--- config.mk ---
export PLATFORM = sky130hd
export DESIGN_NAME = pipe_hazard_regs
export DESIGN_NICKNAME = d
export VERILOG_FILES = /design/src/rtl/pipe_hazard_regs_pkg.sv /design/src/rtl/pipe_hazard_regs_pipe_reg.sv /design/src/rtl/pipe_hazard_regs.sv
export SDC_FILE = /design/constraint.sdc
export NUM_CORES = 1
export LEC_CHECK = 0
export CAP_MARGIN = 20
export CORE_ASPECT_RATIO = 0.5
export CORE_MARGIN = 4
export CORE_UTILIZATION = 44
export DETAILED_ROUTE_END_ITERATION = 8
export PLACE_DENSITY = 0.93
export SYNTH_ARGS = -nofsm -noshare
export SYNTH_HDL_FRONTEND = slang
export SYNTH_SLANG_ARGS = --single-unit
export TNS_END_PERCENT = 50
--- constraint.sdc ---
create_clock -name clk_i -period 5.7 [get_ports clk_i]
set_clock_uncertainty 0.1 [all_clocks]
set_input_delay 0.57 -clock clk_i [delete_from_list [all_inputs] [get_ports clk_i]]
set_output_delay 0.57 -clock clk_i [all_outputs]
set_load 0.02 [all_outputs]
--- src/rtl/pipe_hazard_regs_pkg.sv ---
// Shared widths, reset values and stage bundle layouts for the fetch/decode
// hazard registers.
package pipe_hazard_regs_pkg;

   localparam int DATA_W = 32;
   localparam int CTRL_W = 16;
   localparam int REG_W  = 5;
   localparam int CNT_W  = 16;

   localparam logic [DATA_W-1:0] PC_RST      = '0;
   localparam logic [DATA_W-1:0] PC_STEP     = 32'd4;
   localparam logic [CTRL_W-1:0] BUBBLE_CTRL = '0;
   localparam logic [CNT_W-1:0]  CNT_MAX     = '1;

   typedef struct packed {
      logic [DATA_W-1:0] pc4;
      logic [DATA_W-1:0] instr;
      logic              valid;
   } if_id_t;

   typedef struct packed {
      logic [CTRL_W-1:0] ctrl;
      logic [DATA_W-1:0] rs_data;
      logic [DATA_W-1:0] rt_data;
      logic [DATA_W-1:0] imm;
      logic [REG_W-1:0]  rs;
      logic [REG_W-1:0]  rt;
      logic [REG_W-1:0]  rd;
      logic              valid;
   } id_ex_t;

   // Zero ctrl means no DM read and no register write, so a bubble is inert.
   localparam if_id_t IF_ID_BUBBLE = '{default: '0};
   localparam id_ex_t ID_EX_BUBBLE = '{ctrl: BUBBLE_CTRL, default: '0};

endpackage

--- src/rtl/pipe_hazard_regs_pipe_reg.sv ---
// Generic pipeline register: synchronous clear beats hold, reset loads the
// clear value.
module pipe_reg #(
   parameter int           W       = 1,
   parameter logic [W-1:0] CLR_VAL = '0
) (
   input  logic         clk,
   input  logic         rst_n,
   input  logic         hold,
   input  logic         clear,
   input  logic [W-1:0] d,
   output logic [W-1:0] q
);

   always_ff @(posedge clk) begin
      if (!rst_n)      q <= CLR_VAL;
      else if (clear)  q <= CLR_VAL;
      else if (!hold)  q <= d;
   end

endmodule

--- src/rtl/pipe_hazard_regs.sv ---
// PC, IF/ID and ID/EX registers with stall, flush and branch-redirect control,
// plus a saturating count of load-use bubbles.
module pipe_hazard_regs
   import pipe_hazard_regs_pkg::*;
(
   input  logic              clk_i,
   input  logic              rst_i,
   input  logic              PC_stall_i,
   input  logic              IF_ID_stall_i,
   input  logic              ID_EX_flush_i,
   input  logic              branch_taken_i,
   input  logic [DATA_W-1:0] branch_target_i,
   input  logic [DATA_W-1:0] IM_instr_i,
   input  logic [CTRL_W-1:0] ID_ctrl_i,
   input  logic [DATA_W-1:0] ID_rs_data_i,
   input  logic [DATA_W-1:0] ID_rt_data_i,
   input  logic [DATA_W-1:0] ID_imm_i,
   output logic [DATA_W-1:0] PC_o,
   output logic [DATA_W-1:0] IF_ID_pc4_o,
   output logic [DATA_W-1:0] IF_ID_instr_o,
   output logic              IF_ID_valid_o,
   output logic [CTRL_W-1:0] ID_EX_ctrl_o,
   output logic [DATA_W-1:0] ID_EX_rs_data_o,
   output logic [DATA_W-1:0] ID_EX_rt_data_o,
   output logic [DATA_W-1:0] ID_EX_imm_o,
   output logic [REG_W-1:0]  ID_EX_rs_o,
   output logic [REG_W-1:0]  ID_EX_rt_o,
   output logic [REG_W-1:0]  ID_EX_rd_o,
   output logic              ID_EX_valid_o,
   output logic [CNT_W-1:0]  stall_cnt_o
);

   logic [DATA_W-1:0] pc_q;
   logic [DATA_W-1:0] pc4;
   logic [CNT_W-1:0]  cnt_q;
   if_id_t            if_id_d, if_id_q;
   id_ex_t            id_ex_d, id_ex_q;

   assign pc4 = pc_q + PC_STEP;

   always_ff @(posedge clk_i) begin
      if (!rst_i)               pc_q <= PC_RST;
      else if (branch_taken_i)  pc_q <= branch_target_i;
      else if (!PC_stall_i)     pc_q <= pc4;
   end

   // A flush that coincides with a branch is a branch squash, not a load-use bubble.
   always_ff @(posedge clk_i) begin
      if (!rst_i)
         cnt_q <= '0;
      else if (ID_EX_flush_i && !branch_taken_i && cnt_q != CNT_MAX)
         cnt_q <= cnt_q + 1'b1;
   end

   assign if_id_d = '{pc4: pc4, instr: IM_instr_i, valid: 1'b1};

   assign id_ex_d = '{ctrl:    ID_ctrl_i,
                      rs_data: ID_rs_data_i,
                      rt_data: ID_rt_data_i,
                      imm:     ID_imm_i,
                      rs:      if_id_q.instr[25:21],
                      rt:      if_id_q.instr[20:16],
                      rd:      if_id_q.instr[15:11],
                      valid:   if_id_q.valid};

   pipe_reg #(.W($bits(if_id_t)), .CLR_VAL(IF_ID_BUBBLE)) u_if_id (
      .clk   (clk_i),
      .rst_n (rst_i),
      .hold  (IF_ID_stall_i),
      .clear (branch_taken_i),
      .d     (if_id_d),
      .q     (if_id_q)
   );

   pipe_reg #(.W($bits(id_ex_t)), .CLR_VAL(ID_EX_BUBBLE)) u_id_ex (
      .clk   (clk_i),
      .rst_n (rst_i),
      .hold  (1'b0),
      .clear (branch_taken_i | ID_EX_flush_i),
      .d     (id_ex_d),
      .q     (id_ex_q)
   );

   assign PC_o            = pc_q;
   assign stall_cnt_o     = cnt_q;
   assign IF_ID_pc4_o     = if_id_q.pc4;
   assign IF_ID_instr_o   = if_id_q.instr;
   assign IF_ID_valid_o   = if_id_q.valid;
   assign ID_EX_ctrl_o    = id_ex_q.ctrl;
   assign ID_EX_rs_data_o = id_ex_q.rs_data;
   assign ID_EX_rt_data_o = id_ex_q.rt_data;
   assign ID_EX_imm_o     = id_ex_q.imm;
   assign ID_EX_rs_o      = id_ex_q.rs;
   assign ID_EX_rt_o      = id_ex_q.rt;
   assign ID_EX_rd_o      = id_ex_q.rd;
   assign ID_EX_valid_o   = id_ex_q.valid;

endmodule

==> results.py <==
metrics = {
    "run_status": {
        "status": "completed",
    },
    "sta": {
        "tightest_slew_ns": 1.02,
        "fin_setup_tns_ns": 0,
        "finalCritPeriodShare_pct": 50.2,
        "rsz0062_at_grt": "no",
        "hold_viol_final": 0,
        "fin_crit_ns": 2.86,
        "finalSetupViolations": 0,
        "fmax_mhz": 349,
        "drv_slew": 0,
        "max-slew-margin-rel_pct": 32.0,
    },
    "power_and_ir_drop": {
        "p_leak_nw": 5.07,
        "switchingPower_w": 0.000924,
        "seqPwrFrac_pct": 47.1,
        "p_int_w": 0.00289,
        "p_comb_share_pct": 12.1,
        "power.density_nw_per_um2": 273,
        "p_sw_share_pct": 24.3,
        "peakVddDrop_v": 0.000166,
        "pwr-share-clk_pct": 40.8,
    },
    "setup_path": {
        "slowest_delay_ns": 0.94,
        "cp.arrival_ns": 3.20,
        "r2r_end": "u_if_id.q[61]",
        "cp-end-kind": "flop",
        "crit_type": "in -> reg",
        "startpoint_type": "input pin",
        "r2r_start": "PC_o[2]",
        "critical_path_required_ns": 6.03,
        "r2r_setup_slack_ns": 2.89,
        "worstPathCellList": "clkdlybuf4s50_1 -> nor2b_1 -> nand4_1 -> a2111oi_0 -> mux2i_1",
        "critPathSlowestCell": "clkdlybuf4s50_1",
        "worst-r2r-cell-count": 5,
        "worstPathMaxFanout": 23,
    },
    "route": {
        "dr.first_iter.drc_count": 730,
        "via_per_inst": 5.27,
        "wl_met2_mm": 16.6,
        "top_layer_used": "met4",
        "via_count": 8341,
        "wl_mm": 31.7,
        "final_antenna_net_count": 0,
        "m1WireLength_mm": 12.3,
        "drt_first_pass_iters": 6,
        "wire_per_inst_um": 20.0,
        "wl_met3_mm": 2.02,
        "drc": 0,
    },
    "cts": {
        "cts_root_buf": "clkbuf_16",
        "tritoncts": "yes",
        "htree_levels": 1,
        "worstSkewPairLatency_ns": 0.49,
        "ctsLongestPathBuffers": 3,
        "cts_resized": 0,
        "postCtsHoldBufs": 0,
        "clock-sinks": 241,
        "path_clk_slew_ns": 0.07,
        "numCtsBuffers": 22,
        "post_cts_buffers": 0,
    },
    "floorplan": {
        "rows": 36,
        "boundaryPins": 423,
        "die_h_um": 108,
        "core_um2": 19600,
        "dieArea_um2": 22600,
        "die_x_um": 209,
        "initial_utilization_pct": 45.2,
    },
    "grt": {
        "grt_pass1_wl_mm": 47.3,
        "grt_pass1_vias": 8059,
        "grt_usage_pct": 25.9,
        "grt_max_degree": 128,
        "grt_overflow": 0,
        "grt_antenna_before_repair": 0,
    },
    "yosys": {
        "syn_area_um2": 8860,
        "synth.distinct_cells": 50,
        "synth_top_area_share_pct": 54.5,
        "synth-edff-count": 0,
        "synthFlopType": "dfxtp_1",
        "synth.yosys.seq_area_share_pct": 54.5,
        "ys_ff_latch": 241,
        "yosys_warnings": 0,
        "synth_top_area_cell": "dfxtp_1",
        "netlist_instances": 915,
        "synth_most_common_cell": "dfxtp_1",
        "ys_top_cells_by_area": "dfxtp_1, and2_1, mux2i_1",
        "synthesis.nets": 1099,
        "async_flop_share_pct": 0,
        "syn_avg_cell_area_um2": 9.68,
        "synthTopCellsByCount": "dfxtp_1, and2_1, nor2_1",
    },
    "worst_hold_path": {
        "hp-start": "u_if_id.q[37]",
        "hold_depth": 2,
        "hold_path_end": "u_if_id.q[37]",
        "min_path_type": "reg -> reg",
    },
    "final_layout": {
        "area_growth_pct": 57.4,
        "drive_gt1_share_pct": 4.10,
        "final_cells": 1583,
        "num_antenna_cells": 0,
        "layout.nets": 1485,
    },
    "placed_design": {
        "gp_congestion": 0.931,
        "dp_cells": 1543,
        "io_buffers": 422,
        "place_hpwl_mm": 23.1,
    },
    "run": {
        "cap_violations": 0,
    },
}
## per-stage QoR
stage / utilization [%] / total power (W) / area, um2 / hold WS, ns / setup WS [ns]
2_1_floorplan: - / 0.00201 / 8860 / 0.384 / 3.18
3_3_place_gp: 67.4 / 0.00227 / 13200 / 0.353 / 2.57
3_5_place_dp: 67.4 / 0.00229 / 13200 / 0.357 / 2.45
4_1_cts: 71.2 / 0.00383 / 13900 / 0.365 / 2.90
5_1_grt: 71.2 / 0.00393 / 13900 / 0.386 / 2.73
6_report: 71.2 / 0.00381 / 13900 / 0.368 / 2.84
## final cells by class
cell class / count / area, um2
multi-input combinational: 597 / 3730
clock buffer: 29 / 608
fill: 1360 / 5640
tap: 266 / 333
timing repair buffer: 429 / 4270
clock inverter: 11 / 144
inverter: 10 / 37.5
sequential: 241 / 4820
## logic make-up after synthesis
kind of cell	Yosys count	synth area share [%]
multiplexers	46	5.20
buffers and inverters	77	3.54
adder cells (fa/ha/maj)	2	0.282
flip-flops	241	54.5
AO/OA/AOI/OAI	151	10.7
XOR/XNOR	19	1.88
AND/OR/NAND/NOR	379	23.9
## flip-flops by register name (all words and copies together) (netlist names)
signal       flops
u_id_ex.q      128
u_if_id.q       65
PC_o            32
stall_cnt_o     16
## per-layer routing
layer  track usage (%)  vias to the layer above
li1                  -                     3968
met5                 0                        -
met2              48.5                      382
met3              4.52                       64
met4              6.65                        0
met1              31.3                     3927
## worst max-delay path: cells and delay by family
| family | cells | cell delay, ns |
|---|---|---|
| buffers and inverters | 1 | 0.94 |
| AO/OA/AOI/OAI | 1 | 0.61 |
| multiplexers | 1 | 0.24 |
| AND/OR/NAND/NOR | 2 | 0.82 |
## cell usage in the layout (no fill, tap or decap), types with 3 or more instances in the layout
master | netlist | layout
or3_1 | 25 | 25
nand3_1 | 13 | 13
clkbuf_1 | 51 | 5
o41a_1 | 3 | 3
dfxtp_1 | 241 | 241
a31oi_1 | 23 | 23
nand2b_1 | 11 | 10
and2_1 | 128 | 128
buf_4 | 2 | 7
inv_1 | 9 | 9
mux2i_1 | 46 | 46
nor3_1 | 14 | 14
o31a_1 | 3 | 3
nor4_1 | 15 | 15
a311oi_1 | 5 | 5
xor2_1 | 5 | 5
clkinv_2 | 0 | 3
xnor2_1 | 14 | 14
a211oi_1 | 15 | 15
or2_2 | 3 | 3
and3_1 | 4 | 4
o31ai_1 | 11 | 11
and4_1 | 6 | 6
a21oi_1 | 20 | 20
or4_1 | 16 | 16
nor2_1 | 69 | 68
clkbuf_16 | 0 | 23
o21ai_0 | 57 | 57
nor2b_1 | 3 | 3
nand2_1 | 49 | 49
nand4_1 | 15 | 15
clkdlybuf4s50_1 | 0 | 421
bufinv_16 | 0 | 3
clkinvlp_4 | 0 | 4
## power by group through the flow
stage               registers, W  clock network [W]  logic [W]
finish                   0.00179            0.00155   0.000463
global route             0.00180            0.00164   0.000488
CTS                      0.00179            0.00157   0.000464
detailed placement       0.00183                  0   0.000458
global placement         0.00183                  0   0.000448
floorplan                0.00187                  0   0.000134
## how the worst max path moves through the flow
| stage | from | to | slack [ns] | depth (start not counted) |
|---|---|---|---|---|
| after floorplan | PC_o[2] | PC_o[30] | 3.18 | 5 |
| after global placement | branch_taken_i | u_id_ex.q[33] | 2.57 | 5 |
| after detailed placement | branch_taken_i | u_id_ex.q[41] | 2.45 | 5 |
| after CTS | PC_o[2] | u_if_id.q[61] | 2.90 | 5 |
| after global routing | branch_taken_i | stall_cnt_o[9] | 2.73 | 5 |
| final | branch_taken_i | stall_cnt_o[9] | 2.84 | 5 |
Power figures use the tool's default switching activity.
